## config.mk

```make
export PLATFORM = sky130hd
export DESIGN_NAME = pht_update_ctrl
export DESIGN_NICKNAME = d
export VERILOG_FILES = /design/src/rtl/pht_update_ctrl.sv
export SDC_FILE = /design/constraint.sdc
export NUM_CORES = 1
export LEC_CHECK = 0
export ABC_AREA = 1
export ABC_CLOCK_PERIOD_IN_PS = 4300
export BUFFER_PORTS_ARGS = -buffer_cell sky130_fd_sc_hd__buf_2
export CAP_MARGIN = 20
export CORE_ASPECT_RATIO = 0.75
export CORE_MARGIN = 2
export CORE_UTILIZATION = 59
export CTS_CLUSTER_SIZE = 30
export DETAILED_ROUTE_END_ITERATION = 8
export PLACE_DENSITY = 0.92
export REMOVE_ABC_BUFFERS = 1
export SLEW_MARGIN = 25
export SYNTH_ARGS = -nofsm -noshare
export SYNTH_HDL_FRONTEND = slang
export SYNTH_SLANG_ARGS = --single-unit
```

## constraint.sdc

```tcl
create_clock -name clk -period 4.3 [get_ports clk]
set_input_delay 0.215 -clock clk [delete_from_list [all_inputs] [get_ports clk]]
set_output_delay 0.215 -clock clk [all_outputs]
set_load 0.05 [all_outputs]
```

## src/rtl/pht_update_ctrl.sv

```systemverilog
// PHT update controller: sweeps every entry to INIT_STATE after reset, then turns
// branch resolutions into 2-bit counter writes queued onto w_ibus_o. Gshare indexing: `PHT_GSHARE_EN.
module pht_update_ctrl #(
  parameter int               ADDR_W     = 10,
  parameter int               STATE_W    = 2,
  parameter int               FIFO_DEPTH = 4,
  parameter logic [STATE_W-1:0] INIT_STATE = 2'b01
) (
  input  logic                        clk,
  input  logic                        rst_n,
  input  logic                        upd_valid_i,
  output logic                        upd_ready_o,
  input  logic [31:0]                 upd_pc_i,
  input  logic [ADDR_W-1:0]           upd_ghr_i,
  input  logic                        upd_taken_i,
  input  logic [STATE_W-1:0]          upd_old_state_i,
  output logic                        init_done_o,
  output logic [ADDR_W+STATE_W:0]     w_ibus_o
);

  localparam int PTR_W   = $clog2(FIFO_DEPTH) + 1;
  localparam int ENTRY_W = ADDR_W + STATE_W;

  typedef enum logic {ST_INIT, ST_RUN} state_t;

  state_t                    state_reg, state_next;
  logic [ADDR_W-1:0]         sweep_reg;
  logic [PTR_W-1:0]          wr_ptr_reg, rd_ptr_reg;
  logic [ENTRY_W-1:0]        fifo_mem [FIFO_DEPTH];
  logic [ADDR_W+STATE_W:0]   w_ibus_reg;

  logic [ADDR_W-1:0]         upd_idx;
  logic [STATE_W-1:0]        new_state;
  logic                      fifo_empty, fifo_full;
  logic                      accept, push, pop;
  logic                      unused_bits;

`ifdef PHT_GSHARE_EN
  assign upd_idx = upd_pc_i[ADDR_W+1:2] ^ upd_ghr_i;
`else
  assign upd_idx = upd_pc_i[ADDR_W+1:2];
`endif
  assign unused_bits = ^{upd_ghr_i, upd_pc_i[31:ADDR_W+2], upd_pc_i[1:0]};

  // Saturating 2-bit counter step.
  always_comb begin
    new_state = upd_old_state_i;
    if (upd_taken_i && (upd_old_state_i != '1))
      new_state = upd_old_state_i + 1'b1;
    else if (!upd_taken_i && (upd_old_state_i != '0))
      new_state = upd_old_state_i - 1'b1;
  end

  // Same low bits with differing MSB means the write pointer has lapped the read pointer.
  assign fifo_empty = (wr_ptr_reg == rd_ptr_reg);
  assign fifo_full  = (wr_ptr_reg[PTR_W-1] != rd_ptr_reg[PTR_W-1]) &&
                      (wr_ptr_reg[PTR_W-2:0] == rd_ptr_reg[PTR_W-2:0]);

  assign accept = upd_valid_i && upd_ready_o;
  assign push   = accept && (new_state != upd_old_state_i);
  assign pop    = (state_reg == ST_RUN) && !fifo_empty;

  // State register
  always_ff @(posedge clk) begin
    if (!rst_n) state_reg <= ST_INIT;
    else        state_reg <= state_next;
  end

  // Next-state logic
  always_comb begin
    state_next = state_reg;
    if ((state_reg == ST_INIT) && (&sweep_reg))
      state_next = ST_RUN;
  end

  // Output logic
  always_comb begin
    upd_ready_o = 1'b0;
    init_done_o = 1'b0;
    if (state_reg == ST_RUN) begin
      upd_ready_o = !fifo_full;
      init_done_o = 1'b1;
    end
  end

  always_ff @(posedge clk) begin
    if (!rst_n)                   sweep_reg <= '0;
    else if (state_reg == ST_INIT) sweep_reg <= sweep_reg + 1'b1;
  end

  always_ff @(posedge clk) begin
    if (!rst_n) begin
      wr_ptr_reg <= '0;
      rd_ptr_reg <= '0;
    end else begin
      if (push) wr_ptr_reg <= wr_ptr_reg + 1'b1;
      if (pop)  rd_ptr_reg <= rd_ptr_reg + 1'b1;
    end
  end

  always_ff @(posedge clk) begin
    if (push) fifo_mem[wr_ptr_reg[PTR_W-2:0]] <= {upd_idx, new_state};
  end

  always_ff @(posedge clk) begin
    if (!rst_n)                    w_ibus_reg <= '0;
    else if (state_reg == ST_INIT) w_ibus_reg <= {1'b1, sweep_reg, INIT_STATE};
    else if (pop)                  w_ibus_reg <= {1'b1, fifo_mem[rd_ptr_reg[PTR_W-2:0]]};
    else                           w_ibus_reg <= '0;
  end

  assign w_ibus_o = w_ibus_reg;

endmodule

```

==> run metrics <==
Initial Util=0.625; largest cells by area after synthesis=edfxtp_1 42%, dfxtp_1 19%, nor2_1 5.6%; final cycle utilization of the critical path=0.487; Post-synth top flop=edfxtp_1; share of layout cells above drive strength 1=0.249; maxcap violations=0; launch point of the worst reg-to-reg path=wr_ptr_reg[1]$_SDFFE_PN0P_; post-synthesis simple-gate area fraction=0.172; Highest Signal Layer=met4; syn_area_per_cell=10.5 µm²; largest family of logic cells by synthesized area=simple AND/OR/NAND/NOR gates; initial antenna violation count=0; Min-Delay Endpoint=fifo_mem[3][10]$_DFFE_PP_; Core Area=5440 µm²; M1 WL=2.66 mm; Critical Path AT=2.07 ns; Pre-antenna DRT Iters=4; DIE HEIGHT=69.7 µm; CTS Hold Buffers Added=0; clk slew on worst S/H paths=0.08 ns; GP Congestion=0.778; Hold Crit Class=in2reg; DRC=0; routed vias/inst=5.28; post-DR wirelength/cell=13.8 µm; CTS HTree Levels=3; R2R depth=8; vias in the first global route=2,265; ys async rst share=0; fin crit period=2.09 ns; Critical Path Start Type=flop; Yosys Warn Count=0; cell taking the most area after synthesis=edfxtp_1; count leader, synth=nor2_1; PD cells=383 nW/µm²; non-filler cells, final=433; Routed WL=5.97 mm; placed cells=417; Worst-Skew Late Latency=0.35 ns; DRT antenna net count=0; root buffer cell=clkbuf_8; TritonCTS clock tree=yes; critical path type=reg2reg; Slew Limit Fails=0; Cells after Synth=324; Synth Register Bits=80; RSZ-0062 raised after global routing=no; first-pass GRT wire length=10.0 mm; Worst Clk Skew=0.00740 ns; Synth Area in XOR/XNOR=0.00773; area grow syn2layout=11.2%; r2r setup slk=2.21 ns; Detailed Place HPWL=3.91 mm; sequential-to-total area share from yosys stat=0.613; Worst slew margin=0.419; CP Data Required Time=4.28 ns; DR iter-0 viols=154; post-CTS setup buffers=0; layout net count=410; largest net degree at the start of global routing=26; Layout Utilization=0.695; status=completed; synthesized cell area=3400 µm²; peak supply drop=0.000251 V; Rows=23; RR Endpoint=fifo_mem[2][2]$_DFFE_PP_; clk sinks=80; Netlist cell types=33; Post-synth top cells=51 x nor2_1, 48 x edfxtp_1, 37 x nand2_1; crit-path max FO=12; post-synthesis mux area share=0; CTS buffer count=9; nature of the critical path endpoint=flop; LEAKAGE=0.00142 µW; final setup fails=0; final hold vios=0; Via Count=2,285; Port Buffers=30; Worst Max-Slew Pin Slew=0.870 ns; width of the die=91.6 µm; met3 routed WL=320 µm; HP Start=upd_pc_i[10]; post-synthesis adder-cell area fraction=0.0331; total grt overflow=0; share of the synthesized area in the top cell type=0.424; fmax=478 MHz; antenna diode count=0; Worst Hold Depth=1; Total Routing Usage GR=0.206; CTS resizes=0; Post-synth EDFFs=48; compound-gate portion of the synthesized area=0.116; max FFs per register=48; clock buffer depth=2; Die Area=6390 µm²; Sum Neg Setup Slack=0 ns; met2 routed WL=2.92 mm; I/O pins=63
[layout by cell type (no fill, tap or decap), types with 3 or more instances in the layout]
| master | netlist | layout |
|---|---|---|
| nor3_1 | 3 | 3 |
| dfxtp_1 | 32 | 32 |
| inv_2 | 5 | 5 |
| buf_2 | 5 | 30 |
| a21oi_1 | 15 | 15 |
| xor2_1 | 3 | 3 |
| edfxtp_1 | 48 | 48 |
| nor2_2 | 2 | 6 |
| clkbuf_8 | 0 | 9 |
| nand2_2 | 12 | 12 |
| a21oi_2 | 10 | 10 |
| inv_1 | 20 | 20 |
| nand3_1 | 9 | 9 |
| ha_1 | 9 | 9 |
| nor2_4 | 3 | 3 |
| nand2_1 | 37 | 37 |
| o21ai_0 | 36 | 36 |
| nor2_1 | 51 | 47 |
[per-stage QoR]
stage	power [µW]	hold WS, ns	setup WS, ns	cell area, µm²
6_report	1450	0.0765	2.21	3780
3_5_place_dp	888	0.430	2.06	3560
4_1_cts	1460	0.0557	2.19	3780
3_3_place_gp	886	0.430	1.82	3550
5_1_grt	1500	0.0657	2.04	3780
2_1_floorplan	868	0.314	2.11	3310
[report_power, final]
part | leakage [µW] | internal (µW) | total [µW] | switching (µW)
sequential | 0.000691 | 816 | 820 | 3.31
clock | 0.000109 | 313 | 577 | 263
combinational | 0.000620 | 15.1 | 51.1 | 35.9
total | 0.00142 | 1140 | 1450 | 303
[cells by family after synthesis]
family	after synthesis
AOI/OAI and AO/OA	68
DFF	80
buffers and inverters	40
and+or+nand+nor	124
adders and majority gates	9
xor gates and xnor gates	3
[worst max path at each step]
stage	start	end	slack (ns)	cells after the start
6_report	wr_ptr_reg[1]$_SDFFE_PN0P_	fifo_mem[2][2]$_DFFE_PP_	2.21	8
5_1_grt	wr_ptr_reg[0]$_SDFFE_PN0P_	fifo_mem[2][2]$_DFFE_PP_	2.04	8
4_1_cts	wr_ptr_reg[0]$_SDFFE_PN0P_	fifo_mem[2][8]$_DFFE_PP_	2.19	8
3_5_place_dp	upd_old_state_i[0]	fifo_mem[2][9]$_DFFE_PP_	2.06	10
3_3_place_gp	upd_old_state_i[1]	fifo_mem[3][11]$_DFFE_PP_	1.82	9
2_1_floorplan	state_reg$_SDFFE_PN0P_	fifo_mem[0][0]$_DFFE_PP_	2.11	4
[worst max-delay path: stages (launching register included)]
cell     delay, ns
dfxtp_1       0.44
inv_2         0.08
nand2_1       0.07
nand2_1       0.08
nand3_1       0.11
nand3_2       0.12
nor2_4        0.17
inv_2         0.08
nor2_2        0.57
[per-layer routing]
| metal | track usage | vias up |
|---|---|---|
| li1 | - | 1149 |
| met1 | 0.255 | 1077 |
| met2 | 0.336 | 52 |
| met3 | 0.0717 | 7 |
| met4 | 0.0707 | 0 |
| met5 | 0 | - |
[final cells by class]
cell class | instances | area, µm²
tap | 75 | 93.8
multi-input combinational | 204 | 1130
clock buffer | 11 | 156
sequential | 80 | 2080
clock inverter | 5 | 61.3
timing repair buffer | 30 | 150
inverter | 28 | 108
fill | 409 | 1660
No activity file was read; power rests on OpenSTA's default activity.
